$ cat src/rtl/prng_arb_pkg.sv
// Shared types and pure helpers for the shared xorshift32 PRNG arbiter.
package prng_arb_pkg;

    typedef enum logic {
        ST_WARMUP = 1'b0,
        ST_SERVE  = 1'b1
    } fsm_e;

    localparam logic [31:0] DEFAULT_SEED = 32'h0000_0001;
    localparam int unsigned WCNT_W       = 8;

    // One xorshift32 step with shifts 13/17/5.
    function automatic logic [31:0] xorshift32_step(input logic [31:0] x);
        logic [31:0] y;
        y = x ^ (x << 13);
        y = y ^ (y >> 17);
        y = y ^ (y << 5);
        return y;
    endfunction

    // Zero is the xorshift fixed point, so it is never allowed as a seed.
    function automatic logic [31:0] fix_seed(input logic [31:0] s);
        return (s == 32'h0) ? 32'h1 : s;
    endfunction

endpackage

$ cat src/rtl/rr_arbiter.sv
// Combinational round-robin picker: first set request at or above ptr, wrapping.
module rr_arbiter #(
    parameter int unsigned N  = 4,
    parameter int unsigned IW = (N > 1) ? $clog2(N) : 1
) (
    input  logic [N-1:0]  req_i,
    input  logic [IW-1:0] ptr_i,
    output logic [N-1:0]  win_o,
    output logic [IW-1:0] idx_o
);

    localparam int unsigned SW = IW + 1;

    logic [SW-1:0] sum;
    logic [IW-1:0] cand;
    logic          found;

    always_comb begin
        win_o = '0;
        idx_o = '0;
        sum   = '0;
        cand  = '0;
        found = 1'b0;
        for (int unsigned i = 0; i < N; i++) begin
            sum = {1'b0, ptr_i} + SW'(i);
            if (sum >= SW'(N)) begin
                sum = sum - SW'(N);
            end
            cand = sum[IW-1:0];
            if (!found && req_i[cand]) begin
                found       = 1'b1;
                idx_o       = cand;
                win_o[cand] = 1'b1;
            end
        end
    end

endmodule

$ cat src/rtl/prng_share_arbiter.sv
// One xorshift32 generator shared round-robin among NUM_REQ requesters,
// with seed load and a warm-up phase that discards the first WARMUP steps.
module prng_share_arbiter
    import prng_arb_pkg::*;
#(
    parameter int unsigned NUM_REQ = 4,
    parameter logic [31:0] SEED    = DEFAULT_SEED,
    parameter int unsigned WARMUP  = 4
) (
    input  logic               clock,
    input  logic               reset,
    input  logic [NUM_REQ-1:0] req_i,
    output logic [NUM_REQ-1:0] gnt_o,
    output logic [31:0]        rand_out_o,
    input  logic               seed_load_i,
    input  logic [31:0]        seed_data_i,
    output logic               ready_o
);

    localparam int unsigned       PTR_W     = $clog2(NUM_REQ);
    localparam logic [31:0]       SEED_FIX  = fix_seed(SEED);
    localparam logic [WCNT_W-1:0] WCNT_INIT = WCNT_W'(WARMUP);

    fsm_e               fsm_q, fsm_d;
    logic [WCNT_W-1:0]  wcnt_q, wcnt_d;
    logic [31:0]        x_q, x_d;
    logic [31:0]        rand_q, rand_d;
    logic [NUM_REQ-1:0] gnt_q, gnt_d;
    logic [PTR_W-1:0]   ptr_q, ptr_d;
    logic               ready_q, ready_d;
    logic [NUM_REQ-1:0] win;
    logic [PTR_W-1:0]   win_idx;

    rr_arbiter #(
        .N  (NUM_REQ),
        .IW (PTR_W)
    ) u_rr (
        .req_i (req_i),
        .ptr_i (ptr_q),
        .win_o (win),
        .idx_o (win_idx)
    );

    always_ff @(posedge clock or posedge reset) begin
        if (reset) begin
            fsm_q   <= ST_WARMUP;
            wcnt_q  <= WCNT_INIT;
            x_q     <= SEED_FIX;
            rand_q  <= '0;
            gnt_q   <= '0;
            ptr_q   <= '0;
            ready_q <= 1'b0;
        end else begin
            fsm_q   <= fsm_d;
            wcnt_q  <= wcnt_d;
            x_q     <= x_d;
            rand_q  <= rand_d;
            gnt_q   <= gnt_d;
            ptr_q   <= ptr_d;
            ready_q <= ready_d;
        end
    end

    // Seed load overrides everything; grants only come out of SERVE.
    always_comb begin
        fsm_d  = fsm_q;
        wcnt_d = wcnt_q;
        x_d    = x_q;
        rand_d = rand_q;
        gnt_d  = '0;
        ptr_d  = ptr_q;
        if (seed_load_i) begin
            x_d    = fix_seed(seed_data_i);
            wcnt_d = WCNT_INIT;
            fsm_d  = ST_WARMUP;
        end else begin
            case (fsm_q)
                ST_WARMUP: begin
                    if (wcnt_q == '0) begin
                        fsm_d = ST_SERVE;
                    end else begin
                        x_d    = xorshift32_step(x_q);
                        wcnt_d = wcnt_q - WCNT_W'(1);
                    end
                end
                ST_SERVE: begin
                    if (|req_i) begin
                        gnt_d  = win;
                        x_d    = xorshift32_step(x_q);
                        rand_d = x_d;
                        ptr_d  = (win_idx == PTR_W'(NUM_REQ - 1)) ? '0
                                                                  : win_idx + PTR_W'(1);
                    end
                end
                default: fsm_d = ST_WARMUP;
            endcase
        end
        ready_d = (fsm_d == ST_SERVE);
    end

    assign gnt_o      = gnt_q;
    assign rand_out_o = rand_q;
    assign ready_o    = ready_q;

`ifdef FORMAL
    logic [7:0] starve_q [NUM_REQ];

    always_ff @(posedge clock or posedge reset) begin
        if (reset) begin
            for (int i = 0; i < NUM_REQ; i++) starve_q[i] <= '0;
        end else begin
            for (int i = 0; i < NUM_REQ; i++) begin
                if (!req_i[i] || gnt_d[i]) starve_q[i] <= '0;
                else if (|gnt_d)           starve_q[i] <= starve_q[i] + 8'd1;
            end
        end
    end

    always_comb begin
        assert (x_q != 32'h0);
        assert ($onehot0(gnt_q));
        for (int i = 0; i < NUM_REQ; i++) assert (starve_q[i] < 8'(NUM_REQ));
    end

    assert property (@(posedge clock) disable iff (reset)
        (|gnt_d) |-> (ready_q && |(gnt_d & req_i)));
`endif

endmodule
$ cat config.mk
export PLATFORM = sky130hd
export DESIGN_NAME = prng_share_arbiter
export DESIGN_NICKNAME = d
export VERILOG_FILES = /design/src/rtl/prng_arb_pkg.sv /design/src/rtl/rr_arbiter.sv /design/src/rtl/prng_share_arbiter.sv
export SDC_FILE = /design/constraint.sdc
export NUM_CORES = 1
export LEC_CHECK = 0
export CAP_MARGIN = 15
export CORE_ASPECT_RATIO = 0.7
export CORE_MARGIN = 3
export CORE_UTILIZATION = 25
export DETAILED_ROUTE_END_ITERATION = 10
export SLEW_MARGIN = 20
export SYNTH_ARGS = -nofsm -noshare
export SYNTH_HDL_FRONTEND = slang
export SYNTH_SLANG_ARGS = --single-unit
$ cat constraint.sdc
create_clock -name clock -period 3.3 [get_ports clock]
set_input_delay 0.495 -clock clock [delete_from_list [all_inputs] [get_ports clock]]
set_output_delay 0.495 -clock clock [all_outputs]
set_load 0.02 [all_outputs]
==> impl_results.md, run 1 <==
- Run status: complete, no violations
- Mapped Cells: 482
- Final Hold Fails: 0
- Largest net degree at the start of global routing: 65
- Yosys warns: 0
- Tightest Hold Check Type: flip-flop to flip-flop
- Slowest CP cell: dfrtp_1
- WL/cell: 16.4 um
- Register share of total power: 25.8%
- RR Endpoint: ptr_q[1]$_DFFE_PP0P_
- Worst rel slew slack: 49.5%
- Psw: 3.51 mW
- CTS Hold Bufs: 0
- ANT nets after route: 0
- # H-tree levels: 3
- Port bufs: 75
- Fin util: 33.1%
- Slew Viols, Final: 0
- Worst-Skew Late Latency: 340 ps
- Worst setup margin: 562 ps
- Inst Count DP: 763
- Highest clock rate: 365 MHz
- Power, Total: 7.42 mW
- CTS buffer count: 9
- I/O Pins: 76
- Detail Placement HPWL: 9830 um
- Overflow left after global routing: 0
- Critical Path Start: ptr_q[0]$_DFFE_PP0P_
- Die Wd: 165 um
- Total number of vias: 3,648
- Layout cells sized above 1: 7.12%
- Synth Flop Type: dfrtp_1
- R2R Setup Slk: 560 ps
- Die height: 117 um
- Critical hold path startpoint: rand_out_o[30]$_DFFE_PP0P_
- Non-filler cells, final: 779
- Vias per inst: 4.68
- Crit Reg-Reg Startpoint: ptr_q[0]$_DFFE_PP0P_
- GRT Total Usage: 13.6%
- Sum Neg Setup Slack: 0 ps
- Antenna cells: 0
- Post-synth ARST share: 100%
- CP required: 3550 ps
- Vias in the first global route: 3,542
- Post-synth EDFFs: 0
- Final period util: 83.0%
- DRT Pass-1 Iters: 5
- Worst-path clk slew: 60 ps
- Total Nets Final: 591
- Average size of a mapped cell: 9.20 um2
- RSZ-0062 raised after global routing: false
- Initial antenna violation count: 0
- First-pass GRT wire length: 20,200 um
- Max Root-Sink Buffers: 2
- Setup violations, final: 0
- Setup crit end kind: flip-flop
- Crit path launch type: flip-flop
- Final Skew: 6.06 ps
- Worst vdd ir: 0.569 mV
- Max-cap viol count: 0
- CP arrival: 2990 ps
- Period minus WS final: 2740 ps
- DIE AREA: 0.0194 mm2
- CTS Sinks: 79
- Setup Slack @ Placement: 450 ps
- Number of post-CTS setup repair buffers: 0
- Post-synthesis cell type count: 49
- Initial Util: 25.7%
- Fillers: 1,763
- Gates resized, CTS repair: 0
- Crit path to: ptr_q[1]$_DFFE_PP0P_
- Layout overhead on the synthesized area: 28.9%
- Clock share of power: 14.8%
- Crit Path Category: flip-flop to flip-flop
- Sw Share: 47.3%
- Worst Tran Pin Value: 753 ps
- Cell chain of the critical path: clkinv_4 > ha_1 > inv_1 > o41ai_2 > o22ai_1 > and3_1 > o31ai_2
- Comb pwr share: 59.3%
- Synth Register Bits: 79
- Iter 0 DRT Violations: 368
- TritonCTS clock tree: built
- Crit path max fanout: 13
- # rows: 40
- Worst R2R Path Depth: 7
- CP Depth: 7
- Crit-path leading delay family: compound AO/OA/AOI/OAI gates
- Synth Cell Area: 0.00444 mm2
- Gpl congestion: 0.869
- WL final: 12,800 um
- Pwr dens: 1300 mW/mm2
- Post-synthesis sequential area ratio: 44.6%
- Syn nets: 530
- Clk root buf: clkbuf_16
- Critical path buffers and inverters: 2
- Cell-internal power: 3.91 mW
- Crit-path max cell delay: 680 ps
- Static Leakage: 2.33 nW
- # DRC: 0
- Core area: 0.0173 mm2
==> flip-flops by register name, summed over array words and instances, names as in the netlist <==
name	flops
wcnt_q	8
x_q	32
ready_o	1
rand_out_o	32
ptr_q	2
gnt_o	4
==> cells in the mapped netlist (2+ instances only) <==
| master | number | area (um2) |
|---|---|---|
| mux4_2 | 2 | 45.0 |
| xor2_1 | 19 | 166 |
| o21ai_0 | 39 | 195 |
| dfrtp_1 | 77 | 1930 |
| a22o_1 | 8 | 70.1 |
| nand4_1 | 2 | 12.5 |
| a22oi_1 | 4 | 30.0 |
| nand3_1 | 2 | 10.0 |
| dfstp_2 | 2 | 52.6 |
| mux2i_1 | 6 | 60.1 |
| xor2_2 | 3 | 48.8 |
| nand2b_1 | 5 | 31.3 |
| nor4_1 | 8 | 50.1 |
| buf_6 | 4 | 45.0 |
| a31oi_1 | 4 | 25.0 |
| clkbuf_1 | 18 | 67.6 |
| inv_1 | 9 | 33.8 |
| nor2_1 | 71 | 267 |
| nand2_1 | 47 | 176 |
| buf_1 | 2 | 7.51 |
| xnor2_1 | 51 | 447 |
| nor3_1 | 2 | 10.0 |
| a21oi_1 | 58 | 290 |
| ha_1 | 9 | 113 |
| o21a_1 | 2 | 15.0 |
| buf_2 | 5 | 25.0 |
==> worst min-delay path by stage <==
stage / to / cells after the start
after global routing: rand_out_o[30]$_DFFE_PP0P_ / 2
after CTS: rand_out_o[30]$_DFFE_PP0P_ / 2
after detailed placement: rand_out_o[30]$_DFFE_PP0P_ / 2
final: rand_out_o[30]$_DFFE_PP0P_ / 2
after global placement: rand_out_o[5]$_DFFE_PP0P_ / 2
after floorplan: wcnt_q[7]$_DFFE_PP0P_ / 2
==> metal layers <==
metal	track usage [%]	up-vias	wire length (um)
met5	1.87	-	46
met4	2.41	2	61
met3	4.54	10	1300
met2	17.5	145	5060
met1	21.6	1740	6350
li1	-	1751	-
==> cells in the final DEF (no fill, tap or decap), types with 8 or more instances in the layout <==
| cell | netlist | layout |
|---|---|---|
| dfrtp_1 | 77 | 77 |
| clkdlybuf4s50_1 | 0 | 75 |
| nor2_1 | 71 | 71 |
| a21oi_1 | 58 | 58 |
| xnor2_1 | 51 | 51 |
| nand2_1 | 47 | 47 |
| o21ai_0 | 39 | 39 |
| xor2_1 | 19 | 19 |
| ha_1 | 9 | 9 |
| clkbuf_16 | 0 | 9 |
| inv_1 | 9 | 8 |
| nor4_1 | 8 | 8 |
| a22o_1 | 8 | 8 |
==> per-stage QoR <==
stage	hold WS [ps]	instance area, um2
floorplan	505	4440
global placement	466	5390
detailed placement	469	5390
CTS	482	5720
global route	497	5720
finish	478	5720
==> worst reg2reg max path, stage by stage, from the launching register on <==
cell and delay, ps:
dfrtp_1 680, clkinv_4 200, ha_1 430, inv_1 90
o41ai_2 590, o22ai_1 230, and3_1 230, o31ai_2 200
==> power by group through the flow <==
stage | combinational (mW) | clock (mW) | sequential (mW)
5_1_grt | 4.82 | 1.17 | 1.98
4_1_cts | 4.40 | 1.12 | 1.92
6_report | 4.40 | 1.10 | 1.92
3_3_place_gp | 4.30 | 0 | 1.91
2_1_floorplan | 2.89 | 0 | 1.94
3_5_place_dp | 4.37 | 0 | 1.93
==> kinds of logic after synthesis <==
logic type / share of synthesized area [%]
buffers and inverters: 4.34
multiplexers: 2.37
adder cells (fa/ha/maj): 2.54
flip-flops: 44.6
AO/OA/AOI/OAI: 16.5
XOR/XNOR: 14.9
AND/OR/NAND/NOR: 14.7
==> cell type report <==
| class | instances | area (um2) | area share (%) |
|---|---|---|---|
| Clock buffer | 10 | 239 | 4.18 |
| Clock inverter | 6 | 92.6 | 1.62 |
| Inverter | 10 | 42.5 | 0.744 |
| Multi-Input combinational cell | 363 | 2260 | 39.6 |
| Sequential cell | 79 | 1980 | 34.6 |
| Tap cell | 231 | 289 | 5.05 |
| Timing Repair Buffer | 80 | 813 | 14.2 |
No activity file was read; power rests on OpenSTA's default activity.
==> inputs of run 2 (changes only) <==
==> constraint.sdc (replaced) <==
create_clock -name clock -period 2.6 [get_ports clock]
set_input_delay 0.39 -clock clock [delete_from_list [all_inputs] [get_ports clock]]
set_output_delay 0.39 -clock clock [all_outputs]
set_load 0.02 [all_outputs]
==> impl_results.md, run 2 (same netlist as run 1, synthesis figures left out) <==
- # rows: 40
- Vias per inst: 4.77
- ANT nets after route: 0
- Crit path max fanout: 9
- Worst Tran Pin Value: 655 ps
- Slew Viols, Final: 0
- I/O Pins: 76
- CP arrival: 2650 ps
- Max Root-Sink Buffers: 2
- Period minus WS final: 2400 ps
- Fillers: 1,752
- Sum Neg Setup Slack: 0 ps
- Pwr dens: 1640 mW/mm2
- WL final: 13,500 um
- CTS buffer count: 9
- Worst-path clk slew: 60 ps
- Highest clock rate: 416 MHz
- TritonCTS clock tree: built
- Setup violations, final: 0
- GRT Total Usage: 14.1%
- # DRC: 0
- Setup crit end kind: flip-flop
- Crit-path max cell delay: 580 ps
- Total number of vias: 3,799
- Largest net degree at the start of global routing: 66
- Detail Placement HPWL: 10,300 um
- Initial Util: 25.7%
- Vias in the first global route: 3,773
- DIE AREA: 0.0194 mm2
- Layout overhead on the synthesized area: 31.8%
- Max-cap viol count: 0
- CTS Hold Bufs: 0
- Final period util: 92.5%
- Register area: 0.00198 mm2
- DRT Pass-1 Iters: 5
- Crit Path Category: flip-flop to flip-flop
- Die height: 117 um
- Port bufs: 75
- Static Leakage: 2.42 nW
- Clk root buf: clkbuf_16
- Final Skew: 4.79 ps
- Cell chain of the critical path: clkinv_4 > ha_1 > mux4_2 > a21oi_1 > o22ai_1 > and3_1 > o31ai_2
- # H-tree levels: 3
- Gpl congestion: 0.881
- CTS Sinks: 79
- Core area: 0.0173 mm2
- Layout cells sized above 1: 10.1%
- Most common cell after layout, fill and taps aside: dfrtp_1
- Worst-Skew Late Latency: 340 ps
- Worst vdd ir: 0.586 mV
- Total Nets Final: 609
- Iter 0 DRT Violations: 286
- Initial antenna violation count: 0
- Antenna cells: 0
- RSZ-0062 raised after global routing: false
- Non-filler cells, final: 797
- Die Wd: 165 um
- Final Hold Fails: 0
- Most frequent cells in the layout: dfrtp_1 (77), clkdlybuf4s50_1 (75), nor2_1 (71)
- WL/cell: 16.9 um
- CP required: 2840 ps
- Crit path launch type: flip-flop
- Multi-input logic area: 0.00228 mm2
- First-pass GRT wire length: 21,400 um
- Overflow left after global routing: 0
- Run status: complete, no violations
- Inst Count DP: 781
- Worst rel slew slack: 55.7%
- Tightest Hold Check Type: input port to async pin
- Slowest CP cell: mux4_2
==> run 2: critical path, delay by kind of cell (launching register included) <==
family	cells	cell delay (ps)
buffers and inverters	1	120
multiplexers	1	580
AND/OR/NAND/NOR	1	240
flip-flops	1	390
adder cells (fa/ha/maj)	1	400
AO/OA/AOI/OAI	3	580
==> run 2: stage by stage <==
stage	util, %	hold WS (ps)	instance area [um2]	total power, mW	worst slack (ps)
final	33.9	361	5850	9.60	195
after global routing	33.9	386	5850	10.3	46.7
after CTS	33.8	371	5830	9.57	119
after detailed placement	32.1	472	5550	8.32	-5.41
after global placement	32.1	469	5550	8.17	56.9
after floorplan	-	468	4440	6.14	190
==> run 2: power breakdown <==
part | internal [mW] | switching [mW] | total, mW
clock | 0.695 | 0.504 | 1.20
sequential | 1.81 | 0.569 | 2.38
combinational | 2.57 | 3.45 | 6.03
==> run 2: layer usage <==
metal  up-vias  track usage, %  part of all wire, %
li1       1779               -                    -
met1      1859            22.5                   51
met2       148            19.2                   41
met3        13            3.48                  7.4
met4         0            2.67                 0.82
met5         -               0                    0
==> run 2: worst paths after layout <==
path,from,to,slack (ps),cells after the start
max in group asynchronous,reset,x_q[0]$_DFFE_PP1P_,1540,3
hold / removal,reset,x_q[29]$_DFFE_PP0P_,360,2
setup / recovery,ptr_q[0]$_DFFE_PP0P_,ptr_q[1]$_DFFE_PP0P_,200,7
min in group clock,rand_out_o[26]$_DFFE_PP0P_,rand_out_o[26]$_DFFE_PP0P_,480,2
hold reg to reg,rand_out_o[26]$_DFFE_PP0P_,rand_out_o[26]$_DFFE_PP0P_,480,2
setup reg to reg,ptr_q[0]$_DFFE_PP0P_,ptr_q[1]$_DFFE_PP0P_,200,7
==> run 2: timing repair <==
item                                    in CTS  in global routing
setup buffers                                0                  0
endpoints found under the setup margin       0                  1
gates resized for setup                      0                  1
==> run 2: final cells by class <==
class / count / share of cell area [%]
flip-flops and latches: 79 / 33.9
inverters: 10 / 0.728
repair buffers: 98 / 16.7
multi-input cells: 363 / 38.9
clock inverters: 5 / 0.557
well taps: 231 / 4.94
clock buffers: 11 / 4.32
